`config.mk`:
```
export PLATFORM = sky130hd
export DESIGN_NAME = mem_arbiter_flat
export DESIGN_NICKNAME = d
export VERILOG_FILES = /design/src/rtl/mem_arbiter_pkg.sv /design/src/rtl/mem_arbiter_if.sv /design/src/rtl/mem_arbiter.sv /design/src/flat_wrapper.sv
export SDC_FILE = /design/constraint.sdc
export NUM_CORES = 1
export LEC_CHECK = 0
export CAP_MARGIN = 15
export CORE_AREA = 8 8 102 104
export DETAILED_ROUTE_END_ITERATION = 10
export DIE_AREA = 0 0 110 112
export PLACE_DENSITY = 0.75
export SYNTH_ARGS = -nofsm -noshare
export SYNTH_HDL_FRONTEND = slang
export SYNTH_SLANG_ARGS = --single-unit
```
`constraint.sdc`:
```
create_clock -name clk -period 2.15 [get_ports clk]
set_clock_uncertainty 0.2 [all_clocks]
set_input_delay 0.3225 -clock clk [delete_from_list [all_inputs] [get_ports clk]]
set_output_delay 0.3225 -clock clk [all_outputs]
set_load 0.05 [all_outputs]
```
`src/rtl/mem_arbiter_pkg.sv`:
```
// mem_arbiter_pkg: state/owner types and default tuning shared by mem_arbiter and its interface users
package mem_arbiter_pkg;
  typedef enum logic {ARB_IDLE, ARB_WAIT} arb_state_e;
  typedef enum logic {OWN_IF, OWN_LS} owner_e;
  localparam int MAX_WAIT_DEF = 4;
  localparam int TIMEOUT_DEF = 16;
endpackage

```
`src/rtl/mem_arbiter_if.sv`:
```
// mem_arbiter_if: fetch, load/store and memory-side signals of mem_arbiter
// bus_err exists only when MEM_ARB_TIMEOUT_EN is defined
interface mem_arbiter_if #(
  parameter int ADDR_W = 32,
  parameter int DATA_W = 32
);
  logic              if_req;
  logic [ADDR_W-1:0] if_addr;
  logic              if_gnt;
  logic              if_rvalid;
  logic [DATA_W-1:0] if_rdata;
  logic              ls_req;
  logic              ls_we;
  logic [ADDR_W-1:0] ls_addr;
  logic [DATA_W-1:0] ls_wdata;
  logic [DATA_W/8-1:0] ls_be;
  logic              ls_gnt;
  logic              ls_rvalid;
  logic [DATA_W-1:0] ls_rdata;
  logic              mem_req;
  logic              mem_we;
  logic [ADDR_W-1:0] mem_addr;
  logic [DATA_W-1:0] mem_wdata;
  logic [DATA_W/8-1:0] mem_be;
  logic              mem_gnt;
  logic              mem_rvalid;
  logic [DATA_W-1:0] mem_rdata;
`ifdef MEM_ARB_TIMEOUT_EN
  logic              bus_err;
`endif
  modport slave (
    input  if_req, if_addr, ls_req, ls_we, ls_addr, ls_wdata, ls_be, mem_gnt, mem_rvalid, mem_rdata,
    output if_gnt, if_rvalid, if_rdata, ls_gnt, ls_rvalid, ls_rdata,
           mem_req, mem_we, mem_addr, mem_wdata, mem_be
`ifdef MEM_ARB_TIMEOUT_EN
    , output bus_err
`endif
  );
  modport master (
    output if_req, if_addr, ls_req, ls_we, ls_addr, ls_wdata, ls_be, mem_gnt, mem_rvalid, mem_rdata,
    input  if_gnt, if_rvalid, if_rdata, ls_gnt, ls_rvalid, ls_rdata,
           mem_req, mem_we, mem_addr, mem_wdata, mem_be
`ifdef MEM_ARB_TIMEOUT_EN
    , input bus_err
`endif
  );
endinterface

```
`src/rtl/mem_arbiter.sv`:
```
// mem_arbiter: LS-priority arbiter with IF starvation guard over one memory port, one transaction in flight.
// Define MEM_ARB_TIMEOUT_EN to abort a silent memory after TIMEOUT wait cycles and pulse bus_err.
module mem_arbiter
  import mem_arbiter_pkg::*;
#(
  parameter int MAX_WAIT = MAX_WAIT_DEF
`ifdef MEM_ARB_TIMEOUT_EN
  , parameter int TIMEOUT = TIMEOUT_DEF
`endif
) (
  input logic clk,
  input logic rst_n,
  mem_arbiter_if.slave bus
);
  localparam int SW = $clog2(MAX_WAIT + 1);
  localparam logic [SW-1:0] SAT = SW'(MAX_WAIT);
  arb_state_e state, state_nxt;
  owner_e owner, sel;
  logic [SW-1:0] starve;
  logic gnt, rsp, expire;
`ifdef MEM_ARB_TIMEOUT_EN
  localparam int TW = $clog2(TIMEOUT);
  localparam logic [TW-1:0] TLAST = TW'(TIMEOUT - 1);
  logic [TW-1:0] tmo;
  assign expire = state == ARB_WAIT && !bus.mem_rvalid && tmo == TLAST;
  assign bus.bus_err = expire;
`else
  assign expire = 1'b0;
`endif
  // rst_n gates the request so nothing leaks out while reset is held
  always_comb begin
    sel = bus.ls_req && (!bus.if_req || starve < SAT) ? OWN_LS : OWN_IF;
    bus.mem_req = rst_n && state == ARB_IDLE && (bus.if_req || bus.ls_req);
    gnt = bus.mem_req && bus.mem_gnt;
    bus.if_gnt = gnt && sel == OWN_IF;
    bus.ls_gnt = gnt && sel == OWN_LS;
    bus.mem_we = bus.mem_req && sel == OWN_LS && bus.ls_we;
    bus.mem_addr = !bus.mem_req ? '0 : sel == OWN_LS ? bus.ls_addr : bus.if_addr;
    bus.mem_wdata = bus.mem_req && sel == OWN_LS ? bus.ls_wdata : '0;
    bus.mem_be = !bus.mem_req ? '0 : sel == OWN_LS ? bus.ls_be : '1;
    rsp = state == ARB_WAIT && (bus.mem_rvalid || expire);
    bus.if_rvalid = rsp && owner == OWN_IF;
    bus.ls_rvalid = rsp && owner == OWN_LS;
    bus.if_rdata = expire ? '0 : bus.mem_rdata;
    bus.ls_rdata = bus.if_rdata;
    state_nxt = gnt ? ARB_WAIT : rsp ? ARB_IDLE : state;
  end
  always_ff @(posedge clk or negedge rst_n)
    if (!rst_n) begin
      state <= ARB_IDLE;
      owner <= OWN_IF;
      starve <= '0;
`ifdef MEM_ARB_TIMEOUT_EN
      tmo <= '0;
`endif
    end else begin
      state <= state_nxt;
      if (gnt) owner <= sel;
      if (bus.if_gnt || (state == ARB_IDLE && !bus.if_req)) starve <= '0;
      else if (bus.ls_gnt && bus.if_req && starve != SAT) starve <= starve + 1'b1;
`ifdef MEM_ARB_TIMEOUT_EN
      tmo <= gnt ? '0 : state == ARB_WAIT ? tmo + 1'b1 : tmo;
`endif
    end
endmodule

```
`src/flat_wrapper.sv`:
```
// flat-port wrapper written by rule: the top's interface ports become plain ports
module mem_arbiter_flat import mem_arbiter_pkg::*;
#(
  parameter int MAX_WAIT = MAX_WAIT_DEF

)
  (clk, rst_n, bus_if_req, bus_if_addr, bus_ls_req, bus_ls_we, bus_ls_addr, bus_ls_wdata, bus_ls_be, bus_mem_gnt, bus_mem_rvalid, bus_mem_rdata, bus_if_gnt, bus_if_rvalid, bus_if_rdata, bus_ls_gnt, bus_ls_rvalid, bus_ls_rdata, bus_mem_req, bus_mem_we, bus_mem_addr, bus_mem_wdata, bus_mem_be);
  mem_arbiter_if #(.ADDR_W(32), .DATA_W(32)) bus_i ();
  input logic clk;
  input logic rst_n;
  input wire logic [$bits(bus_i.if_req)-1:0] bus_if_req;
  input wire logic [$bits(bus_i.if_addr)-1:0] bus_if_addr;
  input wire logic [$bits(bus_i.ls_req)-1:0] bus_ls_req;
  input wire logic [$bits(bus_i.ls_we)-1:0] bus_ls_we;
  input wire logic [$bits(bus_i.ls_addr)-1:0] bus_ls_addr;
  input wire logic [$bits(bus_i.ls_wdata)-1:0] bus_ls_wdata;
  input wire logic [$bits(bus_i.ls_be)-1:0] bus_ls_be;
  input wire logic [$bits(bus_i.mem_gnt)-1:0] bus_mem_gnt;
  input wire logic [$bits(bus_i.mem_rvalid)-1:0] bus_mem_rvalid;
  input wire logic [$bits(bus_i.mem_rdata)-1:0] bus_mem_rdata;
  output wire logic [$bits(bus_i.if_gnt)-1:0] bus_if_gnt;
  output wire logic [$bits(bus_i.if_rvalid)-1:0] bus_if_rvalid;
  output wire logic [$bits(bus_i.if_rdata)-1:0] bus_if_rdata;
  output wire logic [$bits(bus_i.ls_gnt)-1:0] bus_ls_gnt;
  output wire logic [$bits(bus_i.ls_rvalid)-1:0] bus_ls_rvalid;
  output wire logic [$bits(bus_i.ls_rdata)-1:0] bus_ls_rdata;
  output wire logic [$bits(bus_i.mem_req)-1:0] bus_mem_req;
  output wire logic [$bits(bus_i.mem_we)-1:0] bus_mem_we;
  output wire logic [$bits(bus_i.mem_addr)-1:0] bus_mem_addr;
  output wire logic [$bits(bus_i.mem_wdata)-1:0] bus_mem_wdata;
  output wire logic [$bits(bus_i.mem_be)-1:0] bus_mem_be;
  assign bus_i.if_req = bus_if_req;
  assign bus_i.if_addr = bus_if_addr;
  assign bus_i.ls_req = bus_ls_req;
  assign bus_i.ls_we = bus_ls_we;
  assign bus_i.ls_addr = bus_ls_addr;
  assign bus_i.ls_wdata = bus_ls_wdata;
  assign bus_i.ls_be = bus_ls_be;
  assign bus_i.mem_gnt = bus_mem_gnt;
  assign bus_i.mem_rvalid = bus_mem_rvalid;
  assign bus_i.mem_rdata = bus_mem_rdata;
  assign bus_if_gnt = bus_i.if_gnt;
  assign bus_if_rvalid = bus_i.if_rvalid;
  assign bus_if_rdata = bus_i.if_rdata;
  assign bus_ls_gnt = bus_i.ls_gnt;
  assign bus_ls_rvalid = bus_i.ls_rvalid;
  assign bus_ls_rdata = bus_i.ls_rdata;
  assign bus_mem_req = bus_i.mem_req;
  assign bus_mem_we = bus_i.mem_we;
  assign bus_mem_addr = bus_i.mem_addr;
  assign bus_mem_wdata = bus_i.mem_wdata;
  assign bus_mem_be = bus_i.mem_be;
  mem_arbiter #(.MAX_WAIT(MAX_WAIT)) u_core (.clk(clk), .rst_n(rst_n), .bus(bus_i));
endmodule
```
== Yosys cells after proc, flatten, opt, wreduce, memory -nomap -nowiden ==
Cells that the tools add are included.

* $lt $le $gt $ge: 1
* Equal/unequal tests: 1
* Bitwise gates (word level): 3
* Add/subtract/negate cells: 1
* Mux-type cells: 10
* Reductions and logical operators: 20

{| class="wikitable"
|+ Operator list
! operator !! count
|-
| $mux W32 || 3
|-
| $logic_and A1 B1 Y1 || 14
|-
| $mux W4 || 2
|-
| $mux W3 || 2
|-
| $reduce_bool A2 Y1 || 2
|-
| $add A3 B1 Y3 const B || 1
|-
| $logic_or A1 B1 Y1 || 3
|-
| $lt A3 B3 Y1 const B || 1
|-
| $mux W1 || 3
|-
| $ne A3 B3 Y1 const B || 1
|-
| $not A1 Y1 || 3
|-
| $logic_not A1 Y1 || 1
|}

* Flip-flop bits (word level): 5
* Bits of input ports: 139
* Output and inout bits: 138
* Logic and storage cells: 39

== Logic depth before layout (Yosys ltp) ==
Gate-level depths: netlist of run 1.

* Depth in word-level cells: 9
* Depth in mapped cells: 5
* Mapped depth without buffers: 4

== Worst setup path after synthesis of run 1 ==
Ideal clock, no wire load.

* Path type: reg-to-output
* Start: register u_core.starve[2]
* End: output bus_mem_addr[0]
* Data required time: 1.627 ns
* Data arrival time: 1.621 ns
* Path slack: 0.007 ns
* Cell stages (with the launch flop): 5
* Path buffers: 1
* Path through: dfrtp_1 -> a21boi_4 -> clkbuf_2 -> nand2_1 -> a21oi_1

* Cells in the longest elaborated chain, start to end: 6

{| class="wikitable"
|+ RTL lines
! what !! line !! source
|-
| from (decl) || mem_arbiter.sv:19 || <nowiki>logic [SW-1:0] starve;</nowiki>
|-
| from (signal assigned) || mem_arbiter.sv:60 || <nowiki>else if (bus.ls_gnt && bus.if_req && starve != SAT) starve <= starve + 1'b1;</nowiki>
|-
| $lt A3 B3 Y1 || mem_arbiter.sv:32 || <nowiki>sel = bus.ls_req && (!bus.if_req || starve < SAT) ? OWN_LS : OWN_IF;</nowiki>
|-
| $logic_or A1 B1 Y1 || mem_arbiter.sv:32 ||
|-
| $logic_and A1 B1 Y1 || mem_arbiter.sv:32 ||
|-
| $mux W1 || mem_arbiter.sv:32 ||
|-
| $mux W32 (2 in a row) || mem_arbiter.sv:38 || <nowiki>bus.mem_addr = !bus.mem_req ? '0 : sel == OWN_LS ? bus.ls_addr : bus.if_addr;</nowiki>
|-
| to (decl) || flat_wrapper.sv:29 || <nowiki>output wire logic [$bits(bus_i.mem_addr)-1:0] bus_mem_addr;</nowiki>
|}

No other way between the ends.

== Final worst setup path of run 1 ==
* Start: register u_core.starve[2]
* End: output bus_mem_addr[29]

The elaborated chain is that of the path after synthesis.

==> results of run 1 <==
stage by stage:
stage | utilization [%] | hold slack, ns | worst slack, ns | TNS, ns
6_report | 50.2 | 0.301 | 0.0186 | 0
5_1_grt | 50.2 | 0.327 | -0.0479 | -0.910
4_1_cts | 47.5 | 0.299 | 0.0270 | 0
3_5_place_dp | 44.7 | 0.291 | -0.186 | -7.73
3_3_place_gp | 44.7 | 0.279 | -0.146 | -6.54
2_1_floorplan | - | -0.173 | 0.00678 | 0
worst max-delay path, stage by stage, from the launching register on:
cell and delay (ns):
dfrtp_2 0.42, a21boi_4 0.24, bufbuf_16 0.33, nand2_2 0.06
a21oi_2 0.17, buf_12 0.16
layout by cell type, fill, tap and decap left out, types with 2 or more instances in the layout:
cell,synthesis,final
buf_12,3,77
clkdlybuf4s50_1,0,103
a21oi_4,0,16
nand3_1,2,2
ha_1,2,2
dfrtp_1,5,4
a22oi_1,2,2
a21oi_2,29,16
o21ai_0,3,3
and3_1,35,4
nor2_2,0,4
nand2_1,37,36
and3_4,0,30
nor2_1,11,7
buf_4,68,9
nand2_2,29,30
clkbuf_8,0,3
buf_6,4,3
inv_1,4,4
dlygate4sd2_1,0,3
cell families after synthesis:
group	after synthesis	share of synthesized area, %
and+or+nand+nor	120	35.1
buffers and inverters	86	36.7
AOI/OAI and AO/OA	44	19.9
DFF	5	6.92
adders and majority gates	2	1.38
what timing repair did:
action | in CTS | in global routing
buffers inserted | 5 | 0
pin swaps | 3 | 4
endpoints found under the hold margin | 5 | 0
cloned | 3 | 1
setup endpoints to repair | 70 | 45
gates resized for setup | 23 | 44
hold buffers | 1 | 0
power groups by stage:
stage | Clock, uW | Combinational [uW] | Sequential, uW
after detailed placement | 0 | 1070 | 109
after floorplan | 0 | 797 | 107
after global routing | 193 | 1220 | 111
after global placement | 0 | 1060 | 109
final | 184 | 1170 | 109
after CTS | 186 | 1120 | 109
registers in the layout (all words and copies together) (netlist names):
name	flops
u_core.starve	3
u_core.owner	1
u_core.state	1
how the worst max path moves through the flow:
stage,from,endpoint,slack (ns),cells past startpoint
5_1_grt,u_core.starve[2],bus_mem_addr[27],-0.05,5
6_report,u_core.starve[2],bus_mem_addr[29],0.02,5
4_1_cts,u_core.starve[2],bus_mem_addr[16],0.03,6
3_3_place_gp,bus_ls_req,bus_mem_addr[0],-0.15,6
2_1_floorplan,u_core.starve[2],bus_mem_addr[0],0.007,4
3_5_place_dp,bus_ls_req,bus_mem_addr[31],-0.19,6
final cells by class:
class                      count  area [um^2]  area share (%)
clock buffer                   4         45.0            1.01
multi-input combinational    166         1330            29.8
sequential                     5          126            2.83
tap                          111          139            3.11
inverter                       4         15.0           0.336
timing repair buffer         200         2810            62.9
routing by layer:
layer	wire (um)	vias up	global-route usage, %
li1	-	1020	-
met1	2900	997	11.6
met2	5060	141	26.1
met3	1200	36	6.47
met4	307	0	5.59
met5	0	-	0
==> key figures, run 1 <==
Die
  – Initial core utilization: 20.4%
  – I/O pins: 277
  – Die height: ~110 um
  – Die Area: ~12000 um^2
  – Die width: around 110 um
  – Core area: between 8000 and 9000 um^2
  – # rows: 35

Critical path
  – WP data arrival: ~1.6 ns
  – Critical path launch point type: flip-flop
  – Critical path type: reg2out
  – Launch point of the worst reg-to-reg path: u_core.state
  – Critical Path End Type: output pin
  – FF-to-FF path depth: 5
  – Max FO, Critical Path: 11
  – WP data required: between 1.5 and 2 ns
  – Worst r2r dst: u_core.starve[0]
  – Reg2Reg Setup Slack: ~0.54 ns

Timing
  – Tmin final: around 2.1 ns
  – Final hold violation count: 0
  – RSZ-0062 raised after global routing: true
  – Maximum clock rate: 469 MHz
  – Max Slew Vio Count: 0
  – Normalized max-slew margin: around 82%
  – Worst slew pin tran: roughly 0.26 ns
  – Fin crit share: 99.1%
  – Setup violators final: 0

Synthesis
  – Synth area leader: buf_4
  – Most common cell in the netlist: buf_4
  – Top cells by count, synth: buf_4, nand2_1, and3_1, a21oi_2, nand2_2
  – Post-synth top flop: dfrtp_1
  – Post-synth top area share: roughly 28%
  – Cell Area, Synth: 1810 um^2
  – EDFF count, synth: 0
  – Post-Syn Instances: approximately 260
  – Syn_area_per_cell: between 7 and 8 um^2
  – Seq cells post-synth: 5
  – Sequential fraction of the synthesis area: 6.92%
  – Dominant cells by area after synthesis: buf_4, a21oi_2, and3_1, nand2_2, nand2_1
  – Yosys warning count: 0
  – Cell variety after synth: 29
  – Syn Nets: around 400
  – Share of flip-flops with an asynchronous set or reset: 100%

Clocking
  – Htree depth: 1
  – CTS tree: built
  – Clk buf depth: 2
  – Clock slew at reported path FFs: about 0.040 ns
  – Root Buffer Master: clkbuf_8
  – Sink Count: 5
  – Worst skew pair latency: between 0.2 and 0.25 ns
  – CTS Buf Count: 3

Power and ir drop
  – Power Dens Cells: around 330 nW/um^2
  – Power Total: approximately 1500 uW
  – Max VDD drop: ~0.20 mV
  – Combinational share of power: approximately 80%
  – Cell Int Power: roughly 830 uW
  – Sw Ratio: around 43%
  – Lkg Pwr: approximately 0.0018 uW
  – P_sw: about 640 uW
  – Clock share of power: around an eighth
  – Flop pwr share: 7.5%

Cells and area
  – Syn-to-layout area delta: 147%
  – Layout cell share with drive strength beyond 1: between 50 and 60%
  – Post-route cell area: around 4500 um^2
  – Final cell count without fillers: 490
  – Fill cells: about 800
  – Nets: between 500 and 600
  – ANT cells: 0

Route
  – # DRC: 0
  – Routed WL: about 9500 um
  – Post-DRT Antenna Nets: 0
  – Initial drt markers: between 70 and 80
  – WL/cell: between 15 and 20 um
  – Drt first pass iters: 4
  – Via count: 2194
  – Vias per cell: ~4.5

Worst hold path
  – Endpoint, Worst Hold: u_core.owner
  – Hold Startpoint: u_core.owner
  – HP Class: reg2reg
  – Cells on Worst Hold Path: 1

Global route
  – Initial antenna violation count: 0
  – Vias in the first global route: ~2500
  – Global-route wire length before repair: 13100 um
  – GR Overflow Total: 0
  – Largest net degree at the start of global routing: 37
  – Total track usage: between 10 and 15%

Place
  – Buffers added on ports: 180
  – Placer Congestion: ~0.8
  – Post-detailed-placement half-perimeter wirelength: between 7000 and 8000 um
  – Area after DPL: 3970 um^2
  – Placed cell count: about 480

Job
  – Max Cap Viol: 0

Status
  – Status: complete, no violations
(Power assumes the default switching activity.)
==> run 2, diff against run 1 <==
--- a/config.mk
+++ b/config.mk
@@ -6,10 +6,11 @@
 export NUM_CORES = 1
 export LEC_CHECK = 0
 export CAP_MARGIN = 15
-export CORE_AREA = 8 8 102 104
+export CORE_AREA = 2 2 108 110
 export DETAILED_ROUTE_END_ITERATION = 10
 export DIE_AREA = 0 0 110 112
-export PLACE_DENSITY = 0.75
+export PLACE_DENSITY = 0.62
+export SKIP_LAST_GASP = 1
 export SYNTH_ARGS = -nofsm -noshare
 export SYNTH_HDL_FRONTEND = slang
 export SYNTH_SLANG_ARGS = --single-unit
==> key figures, run 2 (same netlist as run 1, synthesis figures left out) <==
Status
  – Status: complete, no violations (unchanged)

Place
  – Buffers added on ports: 180 (unchanged)
  – Placer Congestion: 0.859 (was 0.807)
  – Area after DPL: 4030 um^2 (was 3970 um^2)
  – Post-detailed-placement half-perimeter wirelength: 6860 um (was 7420 um)
  – Placed cell count: 511 (was 477)

Clocking
  – Clock slew at reported path FFs: 0.03 ns (was 0.04 ns)
  – CTS tree: built (unchanged)
  – Root Buffer Master: clkbuf_16 (was clkbuf_8)
  – Htree depth: 1 (unchanged)
  – Sink Count: 5 (unchanged)
  – Clk buf depth: 2 (unchanged)
  – Worst skew pair latency: 0.23 ns (about the same)
  – CTS Buf Count: 3 (unchanged)

Cells and area
  – Post-route cell area: 4580 um^2 (was 4470 um^2)
  – Biggest register: u_core.starve (unchanged)
  – Nets: 526 (was 521)
  – Core Util, Final: 41.0% (was 50.2%)
  – Commonest non-fill, non-tap cell in the layout: clkdlybuf4s50_1 (unchanged)
  – Final cell count without fillers: 527 (was 490)
  – Layout cell share with drive strength beyond 1: 45.3% (was 52.0%)
  – Most frequent cells in the layout: clkdlybuf4s50_1, buf_12, nand2_1 (unchanged)
  – Largest regs: u_core.starve: 3 flops, u_core.owner: 1 flops, u_core.state: 1 flops (unchanged)
  – ANT cells: 0 (unchanged)
  – Largest register FFs: 3 (unchanged)
  – Syn-to-layout area delta: 153% (was 147%)

Die
  – Die height: 112 um (unchanged)
  – Core area: 11200 um^2 (was 8890 um^2)
  – Die width: 110 um (unchanged)
  – Die Area: 12300 um^2 (unchanged)
  – I/O pins: 277 (unchanged)
  – Initial core utilization: 16.2% (was 20.4%)
  – # rows: 39 (was 35)

Route
  – Routed WL: 9250 um (was 9460 um)
  – Initial drt markers: 57 (was 71)
  – Post-DRT Antenna Nets: 0 (unchanged)
  – Drt first pass iters: 4 (unchanged)
  – WL/cell: 17.5 um (was 19.3 um)
  – # DRC: 0 (unchanged)
  – Via count: 2211 (was 2194)
  – Vias per cell: 4.20 (was 4.48)

Critical path
  – Top delay family on crit path: buffers and inverters (unchanged)
  – WP data required: 1.63 ns (about the same)
  – Worst r2r dst: u_core.owner (was u_core.starve[0])
  – CP Launch Point: u_core.starve[2] (unchanged)
  – Cell at the slowest stage of the critical path: dfrtp_2 (unchanged)
  – CP bufs+invs: 3 (was 2)
  – Max FO, Critical Path: 9 (was 11)
  – Worst path cell trace: a21boi_4 -> buf_4 -> bufbuf_16 -> and3_1 -> buf_12 (was a21boi_4 -> bufbuf_16 -> nand2_2 -> a21oi_2 -> buf_12)
  – Launch point of the worst reg-to-reg path: u_core.state (unchanged)
  – FF-to-FF path depth: 5 (unchanged)
  – WP data arrival: 1.60 ns (was 1.61 ns)
  – CP peak stage delay: 0.44 ns (was 0.42 ns)
  – Critical path launch point type: flip-flop (unchanged)
  – Critical Path End Type: output pin (unchanged)
  – Reg2Reg Setup Slack: 0.61 ns (was 0.54 ns)
  – Critical path type: reg2out (unchanged)

Global route
  – Vias in the first global route: 2232 (was 2479)
  – Largest net degree at the start of global routing: 34 (was 37)
  – Global-route wire length before repair: 12200 um (was 13100 um)
  – GRT Max-Usage Layer: met2 (unchanged)
  – Met2 usage: 25.2% (was 26.1%)
  – Total track usage: 13.1% (was 13.7%)
  – Met3 GRT Util: 2.81% (was 6.47%)
  – Initial antenna violation count: 0 (unchanged)
  – Routing usage on met1: 12.7% (was 11.6%)
  – GR Overflow Total: 0 (unchanged)

Timing
  – Final hold violation count: 0 (unchanged)
  – Setup violators final: 0 (unchanged)
  – Maximum clock rate: 471 MHz (was 469 MHz)
  – Setup TNS: 0 ns (unchanged)
  – Fin crit share: 98.8% (was 99.1%)
  – RSZ-0062 raised after global routing: true (unchanged)
  – Tmin final: 2.12 ns (was 2.13 ns)
  – Max Slew Vio Count: 0 (unchanged)
  – Worst slew pin tran: 0.228 ns (was 0.261 ns)
  – Normalized max-slew margin: 84.7% (was 82.5%)

Power and ir drop
  – Power Dens Cells: 355 nW/um^2 (was 327 nW/um^2)
  – Lkg Pwr: 0.00188 uW (was 0.00176 uW)
  – Max VDD drop: 0.267 mV (was 0.202 mV)

Worst hold path
  – Hold Startpoint: u_core.owner (unchanged)
  – Endpoint, Worst Hold: u_core.owner (unchanged)
  – Cells on Worst Hold Path: 1 (unchanged)
  – HP Class: reg2reg (unchanged)

Job
  – Max Cap Viol: 0 (unchanged)
[run 2: cell count changes in the layout (fill, tap and decap cells not counted), sizes merged]
| cell | previous run | this run |
|---|---|---|
| dlymetal6s2s | 0 | 1 |
| buf | 91 | 95 |
| dlygate4sd2 | 3 | 2 |
| clkbuf | 5 | 6 |
[run 2: layout make-up]
class	instances	area, um^2
fillers	1086	6590
repair buffers	205	2920
multi-input cells	166	1260
well taps	143	179
flip-flops and latches	5	126
clock buffers	4	78.8
inverters	4	15.0
[run 2: power breakdown]
part / internal (uW) / switching [uW] / leakage, uW
Clock: 247 / 69.8 / 0.0000382
Sequential: 102 / 6.86 / 0.0000650
Combinational: 613 / 589 / 0.00178
[run 2: per-layer routing]
metal	vias to the layer above	share of wire, %	wire (um)
li1	1030	-	-
met1	1011	32	2960
met2	138	55	5040
met3	32	8.9	821
met4	0	4.6	423
met5	-	0	0
[run 2: how the worst max path moves through the flow]
stage / slack [ns] / end / cells past startpoint
global route: -0.02 / bus_mem_wdata[26] / 5
floorplan: 0.007 / bus_mem_addr[0] / 4
finish: 0.03 / bus_mem_we / 5
detailed placement: -0.21 / bus_mem_addr[31] / 6
CTS: -0.04 / bus_mem_be[0] / 6
global placement: -0.16 / bus_mem_addr[31] / 6
[run 2: what timing repair did]
item	in CTS	in global routing
gates cloned	3	3
gates resized for setup	14	35
buffers inserted	4	1
hold endpoints to repair	0	5
hold buffers	0	1
pin swaps	1	2
setup endpoints to repair	72	70
[run 2: per-stage QoR]
| stage | power [uW] | hold slack, ns | setup slack, ns |
|---|---|---|---|
| 6_report | 1630 | 0.297 | 0.0253 |
| 5_1_grt | 1690 | 0.305 | -0.0176 |
| 2_1_floorplan | 904 | -0.173 | 0.00678 |
| 4_1_cts | 1540 | 0.203 | -0.0417 |
| 3_5_place_dp | 1180 | 0.291 | -0.213 |
| 3_3_place_gp | 1170 | 0.281 | -0.158 |
